===== src/rtl/uart_tx.sv =====
// UART transmitter draining a first-word-fall-through FIFO onto a serial line.
// Frames are start bit, LSB-first data, optional parity, then one or two stop bits.
module uart_tx #(
  parameter int unsigned CLK_FREQ_HZ = 27_000_000,
  parameter int unsigned BAUD        = 115_200,
  parameter int unsigned DATA_WIDTH  = 8,
  parameter int unsigned PARITY      = 0,
  parameter int unsigned STOP_BITS   = 1
) (
  input  logic                  clk_i,
  input  logic                  rst_ni,
  input  logic                  fifo_empty_i,
  input  logic [DATA_WIDTH-1:0] fifo_rdata_i,
  output logic                  fifo_rd_o,
  output logic                  tx_o,
  output logic                  busy_o
);

  localparam int unsigned Div  = (CLK_FREQ_HZ + BAUD / 2) / BAUD;
  localparam int unsigned CntW = (Div > 1) ? $clog2(Div) : 1;
  localparam int unsigned BitW = $clog2(DATA_WIDTH + 1);

  localparam logic [CntW-1:0] CntMax   = CntW'(Div - 1);
  localparam logic [BitW-1:0] LastData = BitW'(DATA_WIDTH - 1);
  localparam logic [BitW-1:0] LastStop = BitW'(STOP_BITS - 1);

  if (Div < 2) begin : gen_div_chk
    $error("uart_tx: bit period must be at least 2 clocks");
  end
  if (PARITY > 2) begin : gen_par_chk
    $error("uart_tx: PARITY must be 0, 1 or 2");
  end
  if (STOP_BITS < 1 || STOP_BITS > 2) begin : gen_stop_chk
    $error("uart_tx: STOP_BITS must be 1 or 2");
  end

  typedef enum logic [2:0] {
    StIdle,
    StStart,
    StData,
    StPar,
    StStop
  } state_e;

  state_e                state_q, state_d;
  logic [CntW-1:0]       baud_cnt_q, baud_cnt_d;
  logic [BitW-1:0]       bit_cnt_q, bit_cnt_d;
  logic [DATA_WIDTH-1:0] shift_q, shift_d;
  logic                  par_q, par_d;
  logic                  tx_q, tx_d;
  logic                  busy_q, busy_d;
  logic                  bit_end;

  assign bit_end   = (baud_cnt_q == CntMax);
  // Gate with reset so no pop can leak out while the block is held in reset.
  assign fifo_rd_o = rst_ni && (state_q == StIdle) && !fifo_empty_i;
  assign tx_o      = tx_q;
  assign busy_o    = busy_q;

  always_comb begin
    state_d    = state_q;
    baud_cnt_d = bit_end ? '0 : baud_cnt_q + 1'b1;
    bit_cnt_d  = bit_cnt_q;
    shift_d    = shift_q;
    par_d      = par_q;
    tx_d       = tx_q;
    busy_d     = busy_q;

    unique case (state_q)
      StIdle: begin
        baud_cnt_d = '0;
        tx_d       = 1'b1;
        if (fifo_rd_o) begin
          state_d   = StStart;
          shift_d   = fifo_rdata_i;
          par_d     = 1'b0;
          bit_cnt_d = '0;
          tx_d      = 1'b0;
          busy_d    = 1'b1;
        end
      end
      StStart: begin
        if (bit_end) begin
          state_d   = StData;
          tx_d      = shift_q[0];
          shift_d   = shift_q >> 1;
          par_d     = par_q ^ shift_q[0];
          bit_cnt_d = '0;
        end
      end
      StData: begin
        if (bit_end) begin
          if (bit_cnt_q == LastData) begin
            bit_cnt_d = '0;
            if (PARITY != 0) begin
              state_d = StPar;
              // par_q already holds the XOR of every data bit sent.
              tx_d    = (PARITY == 1) ? ~par_q : par_q;
            end else begin
              state_d = StStop;
              tx_d    = 1'b1;
            end
          end else begin
            tx_d      = shift_q[0];
            shift_d   = shift_q >> 1;
            par_d     = par_q ^ shift_q[0];
            bit_cnt_d = bit_cnt_q + 1'b1;
          end
        end
      end
      StPar: begin
        if (bit_end) begin
          state_d = StStop;
          tx_d    = 1'b1;
        end
      end
      StStop: begin
        if (bit_end) begin
          if (bit_cnt_q == LastStop) begin
            state_d   = StIdle;
            busy_d    = 1'b0;
            bit_cnt_d = '0;
          end else begin
            bit_cnt_d = bit_cnt_q + 1'b1;
          end
        end
      end
      default: begin
        state_d = StIdle;
        tx_d    = 1'b1;
        busy_d  = 1'b0;
      end
    endcase
  end

  always_ff @(posedge clk_i or negedge rst_ni) begin
    if (!rst_ni) begin
      state_q    <= StIdle;
      baud_cnt_q <= '0;
      bit_cnt_q  <= '0;
      shift_q    <= '0;
      par_q      <= 1'b0;
      tx_q       <= 1'b1;
      busy_q     <= 1'b0;
    end else begin
      state_q    <= state_d;
      baud_cnt_q <= baud_cnt_d;
      bit_cnt_q  <= bit_cnt_d;
      shift_q    <= shift_d;
      par_q      <= par_d;
      tx_q       <= tx_d;
      busy_q     <= busy_d;
    end
  end

endmodule


===== config.mk =====
export PLATFORM = sky130hd
export DESIGN_NAME = uart_tx
export DESIGN_NICKNAME = d
export VERILOG_FILES = /design/src/rtl/uart_tx.sv
export SDC_FILE = /design/constraint.sdc
export NUM_CORES = 1
export LEC_CHECK = 0
export ABC_AREA = 1
export BUFFER_PORTS_ARGS = -buffer_cell sky130_fd_sc_hd__buf_4
export CORE_ASPECT_RATIO = 0.7
export CORE_UTILIZATION = 25
export DETAILED_ROUTE_END_ITERATION = 12
export PLACE_DENSITY = 0.39
export SYNTH_ARGS = -nofsm -noshare
export SYNTH_HDL_FRONTEND = slang
export SYNTH_SLANG_ARGS = --single-unit

===== constraint.sdc =====
create_clock -name clk_i -period 2.9 [get_ports clk_i]
set_input_delay 0.145 -clock clk_i [delete_from_list [all_inputs] [get_ports clk_i]]
set_output_delay 0.145 -clock clk_i [all_outputs]
set_load 0.03 [all_outputs]

# --- Yosys cells after proc, flatten, opt, wreduce, memory -nomap -nowiden ---
# Index checks and enable logic that the tools add are counted.
# Widths: inputs -> output; s select.
totals:
  ff_bits: 25
  output_inout_bits: 3
  word_cells: 69
classes:
  n_addsub: 2
  eq_ne: 14
  mux: 32
  bitwise_logic: 2
  reduce_logical: 13
ops:
  columns: ["cell", "n"]
  rows:
  - ["$mux 8", 6]
  - ["$mux 4", 6]
  - ["$pmux 8 s3", 1]
  - ["$mux 3", 7]
  - ["$ne 2x2->1 const B", 8]
  - ["$pmux 4 s4", 1]
  - ["$pmux 3 s5", 1]
  - ["$reduce_and 5->1", 2]
  - ["$add 8x1->8 const B", 1]
  - ["$eq 8x8->1 const B", 1]
  - ["$mux 1", 8]
  - ["$reduce_and 4->1", 2]
  - ["$reduce_and 7->1", 1]
  - ["$eq 3x2->1 const B", 2]
  - ["$pmux 1 s5", 1]
  - ["$add 4x1->4 const B", 1]
  - ["$eq 4x3->1 const B", 1]
  - ["$logic_not 4->1", 1]
  - ["$reduce_bool 4->1", 1]
  - ["$eq 3x1->1 const B", 1]
  - ["$eq 3x3->1 const B", 1]
  - ["$logic_not 3->1", 1]
  - ["$pmux 1 s3", 1]
  - ["$reduce_bool 3->1", 1]
  - ["other kinds (4)", 6]

# --- Logic depth before layout (Yosys ltp) ---
logic_depth:
  ltp_word: 5
  ltp_mapped: 11
  mapped_depth_nobuf: 11

# --- Worst setup path before layout ---
# OpenSTA, ideal clock, no wires.
synth_path:
  path_kind: "reg-to-reg"
  start: "register state_q[1]"
  end: "register busy_q, in the netlist busy_o"
  setup_ns: 0.069
  arrival_ns: 1.772
  setup_slack_ns: 1.059
  path_stages_with_launch: 8
  n_path_buf: 0
  synth_period_minus_slack_ns: 1.841
  cell_sequence: "dfrtp_1 > inv_1 > nand2_1 > nor2_1 > inv_1 > nor3_1 > inv_1 > nand2_1"
synth_between:
  elab_chain_cells: 5
  word_cells_on_any_way: 14
synth_rtl:
  columns: ["item", "line", "rtl"]
  rows:
  - ["from (decl)", "45", "state_e state_q, state_d;"]
  - ["from (signal assigned)", "138", "state_q <= StIdle;"]
  - ["from (signal assigned)", "146", "state_q <= state_d;"]
  - ["$logic_not 3->1", "56", "assign fifo_rd_o = rst_ni && (state_q == StIdle) && !fifo_empty_i;"]
  - ["$logic_and 1x1->1 (2 in a row)", "56", null]
  - ["net fifo_rd_o", "14", "output logic fifo_rd_o,"]
  - ["$ne 2x2->1 (no line)", null, null]
  - ["$reduce_and 4->1 (no line)", null, null]
  - ["to (signal assigned)", "152", "busy_q <= busy_d;"]
  - ["to (decl)", "51", "logic busy_q, busy_d;"]
# The timed path passes the listed nets, and every way through them passes these cells.
# A chain may end at the register's enable or synchronous reset.

# --- Worst setup path in the final report ---
layout_path:
  start: "register state_q[1]"
  end: "output port fifo_rd_o"
layout_between:
  elab_chain_cells: 3
layout_rtl:
  columns: ["item", "line"]
  rows:
  - ["$logic_not 3->1", "56"]
  - ["$logic_and 1x1->1 (2 in a row)", "56"]
  - ["to (decl)", "14"]
# Every way passes these cells.

==> flow_summary.ini <==
[power_and_ir_drop]
static-leakage-power_uw = 0.000889
power-per-cell-area_mw_per_mm2 = 979
vdd_drop_max_uv = 301

[final_layout]
num-nets-final = 233
layout_commonest_cell = nand2_1
final_layout_size_suffix_gt1_frac = 0.129
antenna-diode-count = 0
fillerInstances = 625
final_std_cells_w_o_fill = 289
syn2layout_area_growth_pct = 17.1
final_cell_mix = nand2_1 (82), dfrtp_1 (24), nor2_1 (19)

[die]
chipWidth_um = 92.7
start_util = 0.267
fp.coreArea_mm2 = 0.00540
vertical_die_dimension_um = 65.5
overall_die_area_mm2 = 0.00607
num_rows = 22
io-pin-count = 14

[critical_path]
worstPathArrival_ns = 1.74
timing_worst_setup_path_type = reg -> out
end_kind = output port
critical_path.max_fanout = 5
r2r.worst_path.cells = 9
critical_path_required_ns = 2.76
worstSetupStartpointType = flop

[drt]
drt-initial-drc-count = 60
detailroute.via_count = 1259
drt_pass1_iterations = 4
vias_per_cell = 4.36
route.final.wire_length_mm = 3.24
final_antenna_net_count = 0
drcViolationCount = 0
wl_per_cell_um = 11.2

[sta]
final_min_period_over_clock_period = 0.651
rsz0062_at_grt = no
fmaxAchievable_mhz = 529
slew_viol_final = 0
finalWorstPathRequiredPeriod_ns = 1.89
clock-skew-final_ns = 0.00706
final-setup-viol-count = 0
post-route-worst-setup-slack_ns = 1.01
hold_vio_cnt_final = 0
max-slew-margin-rel = 0.766
worst_slew_pin_slew_ns = 0.351
final.setup.tns_ns = 0

[place]
dp.cells = 284
numPortBuffers = 13
gp_congestion = 0.795
post-dp-hpwl_mm = 2.33
post-place-ws_ns = 1.16

[yosys]
post_synth_inst_count = 199
synthDistinctLibCells = 23
postSynthNetCount = 214
syn-cell-area_mm2 = 0.00144
syn_avg_cell_area_um2 = 7.23
yosys_warnings = 0
ys_ff_latch = 25
seq_area_frac_synth = 0.436

[flow_run]
maximum_capacitance_violations = 0

[clock_tree]
insertion_delay_ns = 0.28
clkSlewWorstSetupHoldPaths_ns = 0.09
clock_tree.root_cell = clkbuf_8
cts-buffers-inserted = 3
h-tree-depth = 1
tritoncts = done
maximum_clock_path_buffer_count = 2
clock-sinks = 25

[grt]
grt_first_pass_wirelength_mm = 5.66
pin_count_of_the_biggest_net_entering_global_routing = 27
groute.usage.overall = 0.122
grt_antenna_before_repair = 0
grt_pass1_vias = 1166
total_global_routing_overflow = 0

[status]
outcome = completed

[worst_hold_path]
min_delay_path_depth = 3
hold_path_class = in -> reg
==> worst paths after layout <==
check | start | endpoint | slack, ns
worst max-delay path | state_q[1] | fifo_rd_o | 1.01
max in group asynchronous | rst_ni | tx_o | 2.29
worst min register to register | shift_q[2] | shift_q[2] | 0.48
worst max register to register | baud_cnt_q[1] | shift_q[7] | 1.15
worst min-delay path | fifo_rdata_i[7] | shift_q[7] | 0.12
min in group asynchronous | rst_ni | baud_cnt_q[6] | 0.31
==> power by group <==
part           leakage [µW]  total, µW  internal (µW)  switching, µW
logic              0.000540        881            281            600
clock network     0.0000217        222           97.7            124
registers          0.000328        548            466           82.2
==> Yosys cell counts (all sizes together) <==
| cell | count | share of area |
|---|---|---|
| o21ai | 4 | 0.017 |
| a31o | 1 | 0.0061 |
| a21oi | 10 | 0.043 |
| dfrtp | 24 | 0.42 |
| xor2 | 1 | 0.0061 |
| a21boi | 1 | 0.0052 |
| nand2 | 85 | 0.23 |
| ha | 4 | 0.035 |
| inv | 19 | 0.050 |
| xnor2 | 2 | 0.012 |
| nor2 | 21 | 0.062 |
| o211ai | 1 | 0.0052 |
| nor3 | 4 | 0.014 |
| dfstp | 1 | 0.018 |
| nand3 | 17 | 0.059 |
| nand4 | 4 | 0.017 |
==> through the flow <==
stage	util	power (µW)	cell area, µm²	hold slack, ns
2_1_floorplan	-	1210	1440	-0.151
3_3_place_gp	0.301	1470	1630	0.0915
3_5_place_dp	0.301	1440	1630	0.0844
4_1_cts	0.312	1680	1690	0.114
5_1_grt	0.312	1850	1690	0.162
6_report	0.312	1650	1690	0.121
==> routing by layer <==
metal,GRT usage,vias up,wire length (µm)
li1,-,672,-
met5,0,-,0
met4,0.0288,0,27
met1,0.188,561,1820
met2,0.164,22,1220
met3,0.0336,4,168
==> worst max-delay path, stage by stage (launching register included) <==
cell and delay, ns:
dfrtp_1 0.43, inv_1 0.11, nand2_1 0.10, nor2_1 0.27, inv_1 0.13, nor3_1 0.22, buf_4 0.21
==> state kept, by name, indices dropped and copies added, names as in the netlist <==
| register | cells |
|---|---|
| baud_cnt_q | 8 |
| bit_cnt_q | 4 |
| busy_o | 1 |
| shift_q | 8 |
| state_q | 3 |
| tx_o | 1 |
==> cell type report <==
type                    instances  area, µm²  share of cell area
well taps                      72       90.1              0.0535
flip-flops and latches         25        627               0.372
clock buffers                   3       41.3              0.0245
repair buffers                 14        108              0.0638
multi-input cells             155        741               0.439
clock inverters                 1       7.51             0.00445
inverters                      19       71.3              0.0423
==> timing repair <==
action	4_1_cts	5_1_grt
gates resized for setup	0	0
hold buffers	1	0
hold endpoints to repair	24	0
buffers inserted	0	0
==> cell families after synthesis <==
logic type / Yosys count / share of synthesized area
simple gates: 131 / 0.386
flops: 25 / 0.436
buf+inv: 19 / 0.0496
compound gates: 17 / 0.0757
fa+ha+maj: 4 / 0.0348
xor+xnor: 3 / 0.0183
No activity file was read; power rests on OpenSTA's default activity.
